`config.mk`:
```
export PLATFORM = sky130hd
export DESIGN_NAME = simplediv
export DESIGN_NICKNAME = d
export VERILOG_FILES = /design/src/rtl/simplediv.sv
export SDC_FILE = /design/constraint.sdc
export NUM_CORES = 1
export LEC_CHECK = 0
export ABC_AREA = 0
export BUFFER_PORTS_ARGS = -buffer_cell sky130_fd_sc_hd__buf_4
export CORE_MARGIN = 5
export CORE_UTILIZATION = 55
export DETAILED_ROUTE_END_ITERATION = 10
export PLACE_DENSITY = 0.79
export RECOVER_POWER = 100
export SETUP_SLACK_MARGIN = 0.05
export SYNTH_ARGS = -nofsm -noshare
export SYNTH_HDL_FRONTEND = slang
export SYNTH_SLANG_ARGS = --single-unit
```
`constraint.sdc`:
```
create_clock -name clock -period 8.7 [get_ports clock]
set_clock_uncertainty 0.15 [all_clocks]
set_input_delay 0 -clock clock [delete_from_list [all_inputs] [get_ports clock]]
set_output_delay 0 -clock clock [all_outputs]
set_load 0.01 [all_outputs]
```
`src/rtl/simplediv.sv`:
```
// simplediv: iterative 32-bit divider producing {remainder, quotient}.
// Integer mode follows RISC-V div/rem semantics (signed or unsigned).
// Carry-less mode divides GF(2) polynomials. Latency is fixed regardless of
// operand values: start edge E0, done pulse seen at E0+ITER+2.
module simplediv #(
  parameter int BITS_PER_CYCLE = 1,
  parameter bit DISABLE_CLDIV  = 1'b0
) (
  input  logic        clock,
  input  logic        reset,
  input  logic        start,
  input  logic        sgn,
  input  logic        clmode,
  input  logic [31:0] rs1,
  input  logic [31:0] rs2,
  output logic [63:0] rd,
  output logic        busy,
  output logic        done
);

  localparam int ITER = 32 / BITS_PER_CYCLE;

  typedef enum logic [1:0] {IDLE, CALC, FIXUP, DONE} state_t;

  state_t        state_reg;
  logic [4:0]    count_reg;
  logic [31:0]   a_reg;         // dividend bits still to be consumed, MSB first
  logic [31:0]   b_reg;         // divisor (magnitude in signed integer mode)
  logic [31:0]   mask_reg;      // one-hot MSB of divisor for carry-less steps
  logic [32:0]   rem_reg;       // partial remainder, one spare bit for the compare
  logic [31:0]   q_reg;
  logic [31:0]   dividend_reg;  // original rs1, returned as remainder on divide-by-zero
  logic          cl_reg;
  logic          neg_q_reg;
  logic          neg_r_reg;
  logic          zero_reg;

  logic          cl_eff;
  logic          int_sgn;
  logic [31:0]   rs1_mag;
  logic [31:0]   rs2_mag;
  logic [31:0]   msb_mask;

  logic [32:0]   rem_work;
  logic [32:0]   shifted;
  logic          hit;
  logic [BITS_PER_CYCLE-1:0] q_bits;

  logic [31:0]   q_fix;
  logic [31:0]   r_fix;
  logic [63:0]   rd_next;

  // Carry-less mode vanishes entirely when the GF(2) path is disabled.
  assign cl_eff  = clmode & ~DISABLE_CLDIV;
  assign int_sgn = sgn & ~cl_eff;

  // Magnitudes for signed integer division; 0x80000000 maps onto itself,
  // which is the correct unsigned magnitude.
  assign rs1_mag = (int_sgn && rs1[31]) ? (~rs1 + 32'd1) : rs1;
  assign rs2_mag = (int_sgn && rs2[31]) ? (~rs2 + 32'd1) : rs2;

  // Isolate the highest set bit of the divisor (zero divisor gives zero mask).
  always_comb begin
    msb_mask = '0;
    for (int i = 0; i < 32; i++) begin
      if (rs2[i]) begin
        msb_mask    = '0;
        msb_mask[i] = 1'b1;
      end
    end
  end

  // Retire BITS_PER_CYCLE quotient bits per clock as a chain of restoring steps.
  always_comb begin
    rem_work = rem_reg;
    shifted  = '0;
    hit      = 1'b0;
    q_bits   = '0;
    for (int i = 0; i < BITS_PER_CYCLE; i++) begin
      shifted = {rem_work[31:0], a_reg[31-i]};
      if (!DISABLE_CLDIV && cl_reg) begin
        hit = |(shifted[31:0] & mask_reg);
        if (hit) shifted = shifted ^ {1'b0, b_reg};
      end else begin
        hit = (shifted >= {1'b0, b_reg});
        if (hit) shifted = shifted - {1'b0, b_reg};
      end
      q_bits[BITS_PER_CYCLE-1-i] = hit;
      rem_work = shifted;
    end
  end

  // Sign correction and divide-by-zero override applied in the fixup cycle.
  always_comb begin
    q_fix   = neg_q_reg ? (~q_reg + 32'd1) : q_reg;
    r_fix   = neg_r_reg ? (~rem_reg[31:0] + 32'd1) : rem_reg[31:0];
    rd_next = zero_reg ? {dividend_reg, 32'hFFFF_FFFF} : {r_fix, q_fix};
  end

  // Control FSM and datapath registers; start restarts from any state.
  always_ff @(posedge clock) begin
    if (reset) begin
      state_reg    <= IDLE;
      count_reg    <= '0;
      a_reg        <= '0;
      b_reg        <= '0;
      mask_reg     <= '0;
      rem_reg      <= '0;
      q_reg        <= '0;
      dividend_reg <= '0;
      cl_reg       <= 1'b0;
      neg_q_reg    <= 1'b0;
      neg_r_reg    <= 1'b0;
      zero_reg     <= 1'b0;
      busy         <= 1'b0;
      done         <= 1'b0;
      rd           <= '0;
    end else if (start) begin
      state_reg    <= CALC;
      count_reg    <= '0;
      a_reg        <= rs1_mag;
      b_reg        <= rs2_mag;
      mask_reg     <= msb_mask;
      rem_reg      <= '0;
      q_reg        <= '0;
      dividend_reg <= rs1;
      cl_reg       <= cl_eff;
      neg_q_reg    <= int_sgn & (rs1[31] ^ rs2[31]);
      neg_r_reg    <= int_sgn & rs1[31];
      zero_reg     <= ~cl_eff & (rs2 == 32'd0);
      busy         <= 1'b1;
      done         <= 1'b0;
    end else begin
      case (state_reg)
        IDLE: begin
          busy <= 1'b0;
          done <= 1'b0;
        end
        CALC: begin
          rem_reg   <= rem_work;
          q_reg     <= (q_reg << BITS_PER_CYCLE) | 32'(q_bits);
          a_reg     <= a_reg << BITS_PER_CYCLE;
          count_reg <= count_reg + 5'd1;
          if (count_reg == 5'(ITER - 1)) state_reg <= FIXUP;
        end
        FIXUP: begin
          rd        <= rd_next;
          busy      <= 1'b0;
          done      <= 1'b1;
          state_reg <= DONE;
        end
        DONE: begin
          done      <= 1'b0;
          state_reg <= IDLE;
        end
        default: begin
          busy      <= 1'b0;
          done      <= 1'b0;
          state_reg <= IDLE;
        end
      endcase
    end
  end

endmodule
```
Word level (Yosys, flattened, before mapping)
Index checks and enable logic that the tools add are counted.
- word-level logic and storage cells: 108
- output and inout port bits: 66
- register bits: 269
- input port bits: 69
- multiplexer cells: 49
- order comparisons: 1
- bitwise operators: 14
- equality and inequality tests: 6
- add/sub/neg operators: 6
- reduce and logical (&&, ||, !) cells: 16
- operators by type and width (kind ; number):
    $mux W32 ; 36
    $add A32 B1 Y32 const B ; 4
    $not A32 Y32 ; 4
    $mux W64 ; 1
    $ge A33 B32 Y1 ; 1
    $and A32 B32 Y32 ; 1
    $logic_not A32 Y1 ; 1
    $or A32 B1 Y32 ; 1
    $reduce_or A32 Y1 ; 1
    $sub A32 B32 Y32 ; 1
    $xor A32 B32 Y32 ; 1
    $pmux W2 S3 ; 1
    $reduce_and A2 Y1 ; 3
    $reduce_bool A2 Y1 ; 3
    $reduce_or A2 Y1 ; 3
    $add A5 B1 Y5 const B ; 1
    $eq A5 B5 Y1 const B ; 1
    $mux W1 ; 5
    $mux W5 ; 1
    $and A1 B1 Y1 ; 4
    $eq A2 B2 Y1 const B ; 2
    $mux W2 ; 2
    $mux W4 ; 1
    $reduce_bool A4 Y1 ; 1
    other kinds (10) ; 12

Longest topological paths before layout
- word-level depth: 32
- gate-level depth with buffers: 13
- depth with buffers taken out: 12

Worst setup path before layout
Ideal clock, no wire load.
- path type: reg2reg
- start point: register rem_reg[13]
- end point: register rem_reg[31]
- required time: 8.473 ns
- setup slack: 5.690 ns
- library setup time: 0.077 ns
- arrival: 2.784 ns
- stages on the path, launching flop included: 12
- buffers on the path: 1
- path through: dfxtp_1 -> ha_1 -> buf_2 -> nand4_1 -> or3_1 -> a2111oi_2 -> a211oi_2 -> a211oi_4 -> o21a_4 -> o22ai_4 -> a311o_1 -> a41oi_2
- longest elaborated chain between the ends: 4
- elaborated cells between the ends (all ways): 7
- classes of those cells: add/sub (1); order compare (1); mux (3); bitwise (1); reduce/logical (1)
- ends and longest elaborated chain (element ; line ; text):
    start, declared ; 30 ; logic [32:0] rem_reg;
    start signal, assigned ; 140 ; rem_reg <= rem_work;
    parallel branches: the longest is 3 deep, another holds $sub A32 B32 Y32 ; n/a ;
    $mux W32 (*) ; 81 ; if (!DISABLE_CLDIV && cl_reg) begin
Mark *: on every way between the ends.
A chain may end at the register's enable or synchronous reset.

Final worst setup path
- start point: register rem_reg[3]
- end point: register rem_reg[1]
- longest elaborated chain between the ends: 4
- elaborated cells between the ends (all ways): 6
- classes of those cells: order compare (1); mux (3); bitwise (1); reduce/logical (1)
- ends and longest elaborated chain (element ; line):
    parallel branches: the longest is 3 deep, another holds $ge A33 B32 Y1 ; n/a
    $mux W32 (*) ; 81
Marks and branches as above.

==> results.md <==
- The slew of the pin with the lowest slew margin is 3.89 ns.
- Counting the buffers created by CTS gives 30.
- The number of flops mapped to enable cells by yosys is 0.
- Across the VDD grid, the largest voltage drop is 0.117 mV.
- Clock-pin slew was measured on the worst setup and hold paths at 0.06 ns.
- Of the total synthesized cell area, the portion taken by XOR and XNOR cells is 0.0793.
- The analysis attributes to cell leakage a power of 7.02 nW.
- The internal power of the cells totals 0.00231 W.
- The horizontal extent of the die is 178 um.
- The maximum fanout encountered on the critical timing path is 21.
- The combinational family with the most area after synthesis is compound AO/OA/AOI/OAI gates.
- In this design, the stage delay of the slowest critical-path cell is 2.08 ns.
- The number of top-level pins is 135.
- The switching part of the total is 0.299.
- The number of max-cap violations is 6.
- The die height is 178 um.
- Setup repair after global routing left no endpoint under its margin.
- The register-to-register setup slack is 2.37 ns.
- The startpoint of the worst setup timing path is rem_reg[3]$_SDFFE_PP0P_.
- In the final layout, the share of cells above drive strength 1 is 0.0737.
- In the layout the commonest cells are 268 x sky130_fd_sc_hd__dfxtp_1, 208 x sky130_fd_sc_hd__nor2_1, 203 x sky130_fd_sc_hd__nand2_1, 124 x sky130_fd_sc_hd__dlygate4sd3_1, 117 x sky130_fd_sc_hd__o21ai_0.
- The commonest register cell after synthesis is sky130_fd_sc_hd__dfxtp_1.
- Of all flip-flops after synthesis, the portion carrying an async set or reset was 0.
- The length in cells of the worst reg-to-reg path is 10.
- The final reports fail on capacitance limit, slew limit.
- The core outline area is 0.0278 mm2.
- The worst hold path terminates at dividend_reg[23]$_SDFFE_PP0P_.
- The count of final setup violators is 0.
- The cell area that synthesis handed to floorplanning was 0.0155 mm2.
- Traced cell by cell, the critical path runs through ha_1 > a21o_1 > a31oi_1 > a2111oi_2 > a211oi_1 > a211oi_4 > o21ai_0 > nand2_1 > o211ai_1 > a31oi_1.
- The worst max-slew margin expressed relative to the limit is -1.60.
- In this run, distinct cell masters in the synthesized netlist total 77.
- Prior to clock tree synthesis, the placed netlist has a worst setup slack of 4.80 ns.
- The leading cell type in the layout, fill and taps excluded is sky130_fd_sc_hd__dfxtp_1.
- In the finished design, the share of the clock period the worst path needs comes to 0.728.
- The post-detailed-route via-to-cell ratio is 6.31.
- The worst setup path is launched from a flop.
- The number of nets produced by synthesis is 2038.
- The via count is 15600.
- In this run the critical register-to-register path is launched from rem_reg[3]$_SDFFE_PP0P_.
- The number of failing hold endpoints at the final stage was 0.
- For this design the total switching power over the nets is 0.000982 W.
- Clock tree synthesis selected as its root buffer the cell sky130_fd_sc_hd__clkbuf_16.
- After floorplanning, the core was divided into 61 placement rows.
- Of the total power, combinational logic draws 0.207.
- The net count of the finished layout is 2185.
- The number of warnings issued by yosys is 0.
- The run finished, with violations left.
- The capture point of the worst reg-to-reg path is rem_reg[1]$_SDFFE_PP0P_.
- The total grt overflow is 0.
- Static timing analysis puts the maximum clock frequency at 158 MHz.
- The clock reaches the later pin of the worst-skew pair after 0.58 ns.
- Overall power consumption after layout is estimated at 0.00329 W.
- The via count of the first global-routing pass was 14500.
- Summed over all layers, the routed wires come to 51.5 mm.
- The number of instances in the synthesized netlist is 1923.
- Counting stages on the worst path, the most repeated cell is sky130_fd_sc_hd__a31oi_1.
- Of the total synthesized cell area, the portion taken by AND, OR, NAND and NOR gates is 0.188.
- The number of antenna violations at the first check in global routing came to 0.
- Of the synthesized area, sequential elements account for 0.348.
- Along the worst hold path, the cell count comes to 4.
- The signed area change from the synthesized netlist to the final layout is 18.8%.
- The largest register by flop count is rd.
- Entering global routing, the biggest net connects 93 pins.
- The number of fill cells is 2319.
- The number of nets still failing antenna checks after routing is 0.
- The wire length per cell after detailed routing is 20.9 um.
- No sink is reached through more buffers than the 3 on the longest clock path.
- The class of the worst hold path is in -> reg.
- The register with the most flip-flops in the layout has 64 of them.
- The adder and majority gate portion of the synthesized area is 0.0377.
- Counting flops and latches in the post-synthesis netlist gives 269.
- Input and output buffers added on the ports amount to 134.
- The final critical-path setup slack is 2.37 ns.
- In this run, the number of DRC markers left after iteration 0 of detailed routing was 1829.
- The starting density of the core is 0.557.
- The average instance in the mapped netlist occupies 8.04 um2.
- The first global-routing pass estimated 80.4 mm of wire.
- STA classifies the critical path endpoint as a flop.
- The worst hold path startpoint is rs1[23].
- The sequential share of power is 0.403.
- The type of the setup path with the least slack is reg -> reg.
- The detailed placer's ending HPWL is 34.6 mm.
- The max-slew violation total from the final report is 332.
- TritonCTS built the clock tree.
- The detailed-routing iteration count for the pre-antenna-repair pass is 6.
- In this run the power density over the cells is 179 mW/mm2.
- The total DRC errors in the routed layout is 0.
- Measured against the total synthesized area, the mux share comes to 0.0623.
- The worst endpoint data arrival time is 6.51 ns.
- After routing, the total negative slack on setup checks comes to 0 ns.
- The number of setup buffers added after CTS is 0.
- The number of antenna diodes in the final layout is 0.
- The number of H-tree levels is 1.
- The share of power burned in the clock network is 0.390.
- The compound-cell area share of the yosys netlist is 0.232.
- CTS saw 269 sinks.
- Among all stages on the critical path, the largest delay is contributed by sky130_fd_sc_hd__o21ai_0.
- The minimum clock period is 6.33 ns.
- At the end of routability-driven placement, the weighted congestion stood at 1.01.
- For this run, the total global-route usage over all layers was measured as 0.316.
- The critical path required time is 8.87 ns.
- The area of the die is 0.0316 mm2.
[final cells by class]
class / count / area, um2 / share of cell area
Clock inverter: 9 / 123 / 0.00667
Timing Repair Buffer: 268 / 2060 / 0.112
Sequential cell: 269 / 5390 / 0.293
Multi-Input combinational cell: 1446 / 9250 / 0.503
Inverter: 55 / 206 / 0.0112
Clock buffer: 43 / 880 / 0.0479
Tap cell: 378 / 473 / 0.0257
[power groups by stage]
stage               Sequential, W  Combinational, W  Clock, W
floorplan                 0.00133          0.000445         0
global placement          0.00135          0.000612         0
detailed placement        0.00135          0.000619         0
CTS                       0.00133          0.000663   0.00129
global route              0.00133          0.000730   0.00134
finish                    0.00133          0.000680   0.00128
[cell usage after synthesis, drive strengths merged (3+ instances only)]
| master | count | area [um2] |
|---|---|---|
| nor3b | 4 | 30.0 |
| o21a | 11 | 90.1 |
| nand2b | 20 | 125 |
| a31oi | 14 | 87.6 |
| o221a | 11 | 124 |
| clkbuf | 125 | 472 |
| a211oi | 56 | 438 |
| o22ai | 54 | 352 |
| and3 | 7 | 43.8 |
| nand2 | 203 | 764 |
| a22oi | 12 | 90.1 |
| a21oi | 114 | 574 |
| nor3 | 30 | 150 |
| nand4 | 16 | 106 |
| nor4 | 21 | 150 |
| buf | 28 | 141 |
| xnor2 | 77 | 674 |
| inv | 54 | 203 |
| and2 | 6 | 37.5 |
| o221ai | 3 | 26.3 |
| a311oi | 12 | 105 |
| a21o | 7 | 52.6 |
| or3 | 26 | 163 |
| nor4b | 3 | 26.3 |
| nor2b | 26 | 163 |
| a32o | 17 | 170 |
| o21ai | 117 | 589 |
| nand3 | 37 | 185 |
| a22o | 14 | 123 |
| nor2 | 209 | 785 |
| dfxtp | 269 | 5390 |
| o31ai | 26 | 195 |
| or2 | 4 | 25.0 |
| o21bai | 4 | 30.0 |
| xor2 | 63 | 552 |
| nand3b | 4 | 30.0 |
| ha | 45 | 563 |
| or4 | 10 | 86.3 |
| o211ai | 30 | 225 |
| mux2i | 94 | 941 |
| a221oi | 3 | 26.3 |
| o41ai | 13 | 121 |
[how the worst max path moves through the flow]
stage | to | slack (ns) | depth (start not counted)
2_1_floorplan | rem_reg[31]$_SDFFE_PP0P_ | 5.69 | 11
3_3_place_gp | rem_reg[22]$_SDFFE_PP0P_ | 4.89 | 10
3_5_place_dp | rem_reg[22]$_SDFFE_PP0P_ | 4.80 | 10
4_1_cts | rem_reg[18]$_SDFFE_PP0P_ | 4.77 | 10
5_1_grt | rem_reg[1]$_SDFFE_PP0P_ | 2.27 | 10
6_report | rem_reg[1]$_SDFFE_PP0P_ | 2.37 | 10
[cells by family (layout without fill, tap and decap cells)]
| logic type | after synthesis | after routing |
|---|---|---|
| DFF | 269 | 269 |
| buffers and inverters | 208 | 375 |
| adders and majority gates | 46 | 46 |
| muxes | 96 | 96 |
| and+or+nand+nor | 629 | 629 |
| xor gates and xnor gates | 140 | 140 |
| AOI/OAI and AO/OA | 535 | 535 |
[worst max-delay path, delay by kind of cell, from the launching register on]
| kind | cells | cell delay, ns |
|---|---|---|
| compound gates | 8 | 4.02 |
| simple gates | 1 | 1.00 |
| flops | 1 | 0.51 |
| fa+ha+maj | 1 | 0.40 |
[timing repair]
action | CTS | global route
hold buffers | 124 | 0
resized for setup | 0 | 0
endpoints found under the hold margin | 180 | 0
endpoints found under the setup margin | 0 | 0
[through the flow]
stage	util	hold slack, ns	std cells	cell area, um2
2_1_floorplan	-	-0.0480	1923	15500
3_3_place_gp	0.592	0.106	2292	16400
3_5_place_dp	0.592	0.105	2292	16400
4_1_cts	0.673	0.0804	2468	18700
5_1_grt	0.661	0.121	2468	18400
6_report	0.661	0.0996	2468	18400
[layer usage]
layer,track usage,vias up,share of wire
met5,0,-,0
met4,0.133,0,0.051
met3,0.0507,157,0.097
met2,0.501,866,0.44
met1,0.429,7348,0.41
li1,-,7198,-
No activity file was read; power rests on OpenSTA's default activity.
